## config.mk

```make
export PLATFORM = sky130hd
export DESIGN_NAME = byte_stripping_flat
export DESIGN_NICKNAME = d
export VERILOG_FILES = /design/src/rtl/byte_stripping_if.sv /design/src/rtl/byte_stripping.sv /design/src/flat_wrapper.sv
export SDC_FILE = /design/constraint.sdc
export NUM_CORES = 1
export LEC_CHECK = 0
export ABC_CLOCK_PERIOD_IN_PS = 4200
export CELL_PAD_IN_SITES_DETAIL_PLACEMENT = 1
export CELL_PAD_IN_SITES_GLOBAL_PLACEMENT = 1
export CORE_AREA = 4 4 71 73
export CTS_BUF_LIST = sky130_fd_sc_hd__clkbuf_2 sky130_fd_sc_hd__clkbuf_4 sky130_fd_sc_hd__clkbuf_8
export CTS_CLUSTER_DIAMETER = 50
export DETAILED_ROUTE_END_ITERATION = 6
export DIE_AREA = 0 0 75 77
export GPL_TIMING_DRIVEN = 0
export PLACE_DENSITY = 0.83
export SYNTH_ARGS = -nofsm -noshare
export SYNTH_HDL_FRONTEND = slang
export SYNTH_SLANG_ARGS = --single-unit
```

## constraint.sdc

```tcl
create_clock -name clk_2f -period 4.2 [get_ports clk_2f]
set_clock_uncertainty 0.05 [all_clocks]
set_input_delay 0.84 -clock clk_2f [delete_from_list [all_inputs] [get_ports clk_2f]]
set_output_delay 0.84 -clock clk_2f [all_outputs]
set_load 0.005 [all_outputs]
```

## src/rtl/byte_stripping_if.sv

```systemverilog
// Byte-stripping bus bundle: the serial byte stream going in and the
// two-lane parallel words, flush marker and pair counter coming out.
interface byte_stripping_if;
    logic [7:0] data_in;
    logic       valid_in;
    logic [7:0] data_par_0;
    logic [7:0] data_par_1;
    logic       valid_par_0;
    logic       valid_par_1;
    logic       odd_flush;
    logic [7:0] pair_cnt;

    // Stream source: drives the serial bytes, observes the lane outputs
    modport master (
        output data_in,
        output valid_in,
        input  data_par_0,
        input  data_par_1,
        input  valid_par_0,
        input  valid_par_1,
        input  odd_flush,
        input  pair_cnt
    );

    // Stripper: consumes the serial bytes, produces the lane outputs
    modport slave (
        input  data_in,
        input  valid_in,
        output data_par_0,
        output data_par_1,
        output valid_par_0,
        output valid_par_1,
        output odd_flush,
        output pair_cnt
    );
endinterface

```

## src/rtl/byte_stripping.sv

```systemverilog
// Byte stripper: splits a serial byte stream into two lanes.
// Even-position bytes go to lane 0 and odd-position bytes go to lane 1.
// A lone lane-0 byte that waits FLUSH_GAP idle edges is flushed on its own.
module byte_stripping #(
    parameter int FLUSH_GAP = 1
) (
    input  logic            clk_2f,
    input  logic            reset_L,
    byte_stripping_if.slave bus
);

    typedef enum logic {
        EMPTY,
        HALF
    } state_t;

    // The gap counter value seen on the idle edge that triggers the flush
    localparam logic [3:0] GAP_LAST = 4'(FLUSH_GAP - 1);

    state_t     state;
    logic [3:0] gap;
    logic [7:0] hold0;

    // Pairing state machine with registered lane outputs; the qualifiers default low each edge
    always_ff @(posedge clk_2f or negedge reset_L) begin
        if (!reset_L) begin
            state           <= EMPTY;
            gap             <= 4'd0;
            hold0           <= 8'h00;
            bus.data_par_0  <= 8'h00;
            bus.data_par_1  <= 8'h00;
            bus.valid_par_0 <= 1'b0;
            bus.valid_par_1 <= 1'b0;
            bus.odd_flush   <= 1'b0;
            bus.pair_cnt    <= 8'h00;
        end else begin
            bus.valid_par_0 <= 1'b0;
            bus.valid_par_1 <= 1'b0;
            bus.odd_flush   <= 1'b0;
            unique case (state)
                EMPTY: begin
                    if (bus.valid_in) begin
                        hold0 <= bus.data_in;
                        gap   <= 4'd0;
                        state <= HALF;
                    end
                end
                HALF: begin
                    if (bus.valid_in) begin
                        bus.data_par_0  <= hold0;
                        bus.data_par_1  <= bus.data_in;
                        bus.valid_par_0 <= 1'b1;
                        bus.valid_par_1 <= 1'b1;
                        bus.pair_cnt    <= bus.pair_cnt + 8'd1;
                        state           <= EMPTY;
                    end else if (gap == GAP_LAST) begin
                        bus.data_par_0  <= hold0;
                        bus.data_par_1  <= 8'h00;
                        bus.valid_par_0 <= 1'b1;
                        bus.odd_flush   <= 1'b1;
                        bus.pair_cnt    <= bus.pair_cnt + 8'd1;
                        state           <= EMPTY;
                    end else begin
                        gap <= gap + 4'd1;
                    end
                end
            endcase
        end
    end

endmodule
```

## src/flat_wrapper.sv

```systemverilog
// flat-port wrapper written by rule: the top's interface ports become plain ports
module byte_stripping_flat 
#(
    parameter int FLUSH_GAP = 1
)
  (clk_2f, reset_L, bus_data_in, bus_valid_in, bus_data_par_0, bus_data_par_1, bus_valid_par_0, bus_valid_par_1, bus_odd_flush, bus_pair_cnt);
  byte_stripping_if bus_i ();
  input  logic clk_2f;
  input  logic reset_L;
  input wire logic [$bits(bus_i.data_in)-1:0] bus_data_in;
  input wire logic [$bits(bus_i.valid_in)-1:0] bus_valid_in;
  output wire logic [$bits(bus_i.data_par_0)-1:0] bus_data_par_0;
  output wire logic [$bits(bus_i.data_par_1)-1:0] bus_data_par_1;
  output wire logic [$bits(bus_i.valid_par_0)-1:0] bus_valid_par_0;
  output wire logic [$bits(bus_i.valid_par_1)-1:0] bus_valid_par_1;
  output wire logic [$bits(bus_i.odd_flush)-1:0] bus_odd_flush;
  output wire logic [$bits(bus_i.pair_cnt)-1:0] bus_pair_cnt;
  assign bus_i.data_in = bus_data_in;
  assign bus_i.valid_in = bus_valid_in;
  assign bus_data_par_0 = bus_i.data_par_0;
  assign bus_data_par_1 = bus_i.data_par_1;
  assign bus_valid_par_0 = bus_i.valid_par_0;
  assign bus_valid_par_1 = bus_i.valid_par_1;
  assign bus_odd_flush = bus_i.odd_flush;
  assign bus_pair_cnt = bus_i.pair_cnt;
  byte_stripping #(.FLUSH_GAP(FLUSH_GAP)) u_core (.clk_2f(clk_2f), .reset_L(reset_L), .bus(bus_i));
endmodule
```

Yosys cells after proc, flatten, opt, wreduce, memory -nomap -nowiden

Cells that the tools add are included.

Bits in registers: 40
Latch bits: 0
Memory bits (writable): 0
Bits in read-only memories: 0
Memories: 0

Add/subtract/negate cells: 2
Multipliers: 0
Div/mod/pow operators: 0
$lt $le $gt $ge: 0
Equality and inequality tests: 3
Shift-type cells: 0
Multiplexer cells: 20
Bitwise gates (word level): 1
Reductions and logical operators: 5

Operators with widths:

| operator            | number |
|---|---|
| $mux 8              | 6 |
| $mux 4              | 3 |
| $mux 1              | 9 |
| $add 8x1->8 const B | 1 |
| $pmux 4 s2          | 1 |
| $ne 2x2->1 const B  | 3 |
| $add 4x1->4 const B | 1 |
| $logic_not 4->1     | 1 |
| $reduce_and 2->1    | 2 |
| $reduce_and 3->1    | 1 |
| $pmux 1 s2          | 1 |
| $reduce_bool 2->1   | 1 |
| $not 1->1           | 1 |

Longest topological paths before layout

Depth after elaboration: 4
Mapped depth: 8

Worst setup path after synthesis

OpenSTA, ideal clock, no wires.

Kind: input port to flip-flop
Start point: input port bus_valid_in
End point: register u_core.gap[3]
Setup time: 0.128 ns
Arrival: 1.467 ns
Required time: 4.022 ns
Path slack: 2.555 ns
Stages on the path: 4
Cells stage by stage: or3b_1 buf_2 nand2_1 o22ai_1

Cells in the longest elaborated chain, start to end: 2
Elaborated cells on any way between the ends: 3
Classes of those cells: 2 x eq/ne; 1 x reduce/logical

RTL lines:

| element                               | RTL line             | RTL |
|---|---|---|
| start, declared                       | flat_wrapper.sv:11   | `input wire logic [$bits(bus_i.valid_in)-1:0] bus_valid_in;` |
| $ne 2x2->1 (no source line)           | n/a                  |  |
| $reduce_and 3->1 (no source line) (*) | n/a                  |  |
| end signal, assigned                  | byte_stripping.sv:64 | `gap <= gap + 4'd1;` |
| end, declared                         | byte_stripping.sv:21 | `logic [3:0] gap;` |

Every way passes the cells marked *; elsewhere a longest branch is shown, timed or not.
A chain may end at the register's enable or synchronous reset.

Final worst setup path

Start point: register u_core.bus.pair_cnt[0]
End point: output port bus_pair_cnt[0]

RTL lines:

| element                | RTL line                | RTL |
|---|---|---|
| start, declared        | byte_stripping_if.sv:34 | `output pair_cnt` |
| start signal, assigned | byte_stripping.sv:54    | `bus.pair_cnt <= bus.pair_cnt + 8'd1;` |
| start signal, assigned | byte_stripping.sv:61    | `bus.pair_cnt <= bus.pair_cnt + 8'd1;` |
| end, declared          | flat_wrapper.sv:17      | `output wire logic [$bits(bus_i.pair_cnt)-1:0] bus_pair_cnt;` |

No word-level cell between the ends.

==> summary.txt <==
Synth-to-Final Area Change -> 33.93%
Layout cells sized above 1 -> 14.69%
Tcrit/Tclk final -> 52.42%
Largest net degree at the start of global routing -> 41
Worst-path fanout max -> 6
Detailed-route DRC error count -> 0
Die width -> 75 um
Multi-input gate area -> 543.0 um2
Reg area -> 0.001001 mm2
Drt pass-1 iters -> 4
Least-Margin Pin Slew -> 0.8845 ns
Avg Cell Area, Syn -> 12.18 um2
DP Worst Slack -> 1.825 ns
Syn Inst Count -> 132
Via count -> 1142
Count leader, synth -> dfrtp_1
Pwr Density -> 511.4 mW/mm2
Synth Area in Simple Gates -> 13.93%
Synth area leader -> dfrtp_1
Hold Buf Count CTS -> 0
Vias/cell -> 4.987
Arr. time, crit path -> 1.31 ns
Chip height -> 77 um
GRT Util Overall -> 14.82%
Mapped Nets -> 146
Routed Antenna Nets -> 0
Worst Min Path Start -> u_core.bus.data_par_0[7]$_DFFE_PN0P_
Top post-synthesis cells by area -> dfrtp_1 (62%), nand2_1 (7.2%), mux2_2 (5.6%), a22o_1 (4.9%), xnor2_1 (3.8%)
Crit path buffers/inverters -> 1
RSZ-0062 raised after global routing -> no
WHS Path Cells -> 2
Final net count -> 190
Congestion Overflow GR -> 0
Terminus of the critical flop-to-flop path -> u_core.gap[1]$_DFFE_PN0P_
CTS Sinks -> 40
DRT iter0 DRCs -> 26
Setup CP Type -> register to output port
Mapped Area -> 0.001608 mm2
Routability-driven placement congestion ratio -> 0.7991
Ys flop type -> dfrtp_1
Resized Gates After CTS -> 0
CTS Buf Count -> 5
Cells on worst reg2reg path -> 7
Final Hold Viols -> 0
Register area share after synthesis -> 62.26%
Vias in the first global route -> 1277
CTS Root Buffer Type -> clkbuf_8
Share of the synthesized area in the top cell type -> 62.26%
Final setup fails -> 0
Core Area -> 0.004354 mm2
Worst-path clk slew -> 0.08 ns
Die area -> 0.005775 mm2
MaxCap Viol Count -> 0
CTS tree -> done
Slew Limit Fails -> 0
Antenna diodes -> 0
Final cell count without fillers -> 229
Max-slew headroom -> 41.03%
Crit path largest cell delay -> 0.55 ns
Status -> finished clean
Placed Cells incl. Taps -> 221
Crit-path leading delay family -> buffers and inverters
Initial antenna violation count -> 0
Critical path capture point type -> output port
IO buf count -> 37
Leak -> 0.9885 nW
Compound-Gate Fraction of Synth Area -> 7.549%
Yosys reg bits -> 40
Worst-case clock buffer depth -> 2
Main combinational cell family by area after synthesis -> simple AND/OR/NAND/NOR gates
Mux cell area share after synthesis -> 5.603%
RR Startpoint -> u_core.gap[0]$_DFFE_PN0P_
Fillers -> 476
Worst setup SP type -> register
Number of flops mapped to enable cells by yosys -> 0
Dpl hpwl -> 2733 um
Synth cell types -> 24
Min-delay worst type -> register to register
Worst path required time -> 3.31 ns
CP cell instances -> clkdlybuf4s50_1
Post-Route WL -> 3833 um
Worst Slack Setup Final -> 1.998 ns
Initial Utilization -> 36.93%
Core Rows -> 24
Fmax -> 454.2 MHz
Min cycle time layout -> 2.202 ns
Hold endpoint -> u_core.bus.data_par_0[7]$_DFFE_PN0P_
Drt wl/cell -> 16.74 um
Setup TNS -> 0 ns
Synth Area in Adders -> 2.335%
VDD IR-drop max -> 0.2173 mV
Core Util, Final -> 49.45%
Skew-Pair Late Insertion Delay -> 0.29 ns
Slowest stage cell, crit path -> clkdlybuf4s50_1
Setup Fix Bufs, Post-CTS -> 0
CTS H-tree lvls -> 2
Wire length of the first global-routing pass -> 6430 um
Setup slack, reg-to-reg -> 2.48 ns
Synth warn -> 0
Synth Area in XOR/XNOR -> 4.358%
Synth cell count leaders -> dfrtp_1 (40), nand2_1 (31), a22o_1 (9), mux2_2 (8), xnor2_1 (7)
IO Pins -> 38
Synth async-reset ratio -> 100.0%
-- through the flow --
stage	power, W	instance area (um2)	hold WS (ns)
after floorplan	0.0006168	1608	0.3831
after CTS	0.001116	2153	0.4303
final	0.001101	2153	0.4244
after global placement	0.0007724	2043	0.3950
after detailed placement	0.0007905	2038	0.4069
after global routing	0.001165	2153	0.4629
-- registers in the layout, indices dropped and copies added, names as in the netlist --
register,count
u_core.bus.valid_par_1,1
u_core.hold0,8
u_core.gap,4
u_core.bus.data_par_0,8
u_core.bus.odd_flush,1
u_core.state,1
u_core.bus.pair_cnt,8
u_core.bus.valid_par_0,1
u_core.bus.data_par_1,8
-- cell usage in the layout (no fill, tap or decap), types with 2 or more instances in the layout --
master           Yosys  routed
dfrtp_1             40      40
clkdlybuf4s50_1      0      36
nand2_1             31      31
a22o_1               9       9
mux2_2               8       8
xnor2_1              7       7
inv_1                6       6
clkbuf_8             0       5
buf_2                3       4
nand3_1              4       4
nand4_1              4       4
ha_1                 3       3
buf_4                2       2
and3_1               2       2
o21ai_0              2       2
-- cell families (layout without fill, tap and decap cells) --
| group | count (synthesis) | after routing |
|---|---|---|
| and+or+nand+nor | 46 | 46 |
| AOI/OAI and AO/OA | 15 | 15 |
| xor gates and xnor gates | 8 | 8 |
| DFF | 40 | 40 |
| adders and majority gates | 3 | 3 |
| buffers and inverters | 12 | 57 |
| muxes | 8 | 8 |
-- power by group --
group          total (W)  internal [W]  switching (W)
combinational   0.000254      0.000159      0.0000950
sequential      0.000525      0.000458      0.0000668
clock           0.000322      0.000179       0.000143
total            0.00110      0.000796       0.000305
-- cell type report --
type	count	share of cell area (%)
Sequential cell	40	46.48
Multi-Input combinational cell	80	25.22
Timing Repair Buffer	37	16.97
Clock buffer	5	3.196
Tap cell	52	3.021
Clock inverter	3	2.150
Buffer	6	1.917
Inverter	6	1.046
-- worst max-delay path by stage --
stage | startpoint | to | slack (ns) | cells past startpoint
floorplan | bus_valid_in | u_core.gap[3]$_DFFE_PN0P_ | 2.56 | 4
CTS | u_core.bus.pair_cnt[0]$_DFFE_PN0P_ | bus_pair_cnt[0] | 2.00 | 1
detailed placement | bus_valid_in | u_core.hold0[1]$_DFFE_PN0P_ | 1.83 | 4
global route | u_core.bus.pair_cnt[0]$_DFFE_PN0P_ | bus_pair_cnt[0] | 1.94 | 1
finish | u_core.bus.pair_cnt[0]$_DFFE_PN0P_ | bus_pair_cnt[0] | 2.00 | 1
global placement | reset_L | u_core.bus.data_par_1[0]$_DFFE_PN0P_ | 1.38 | 1
-- routing by layer --
| metal | wire [um] | track usage (%) |
|---|---|---|
| met3 | 158 | 3.529 |
| met2 | 2003 | 25.00 |
| met1 | 1612 | 18.20 |
| met5 | 0 | 0 |
| met4 | 58 | 4.804 |
No activity file was read; power rests on OpenSTA's default activity.
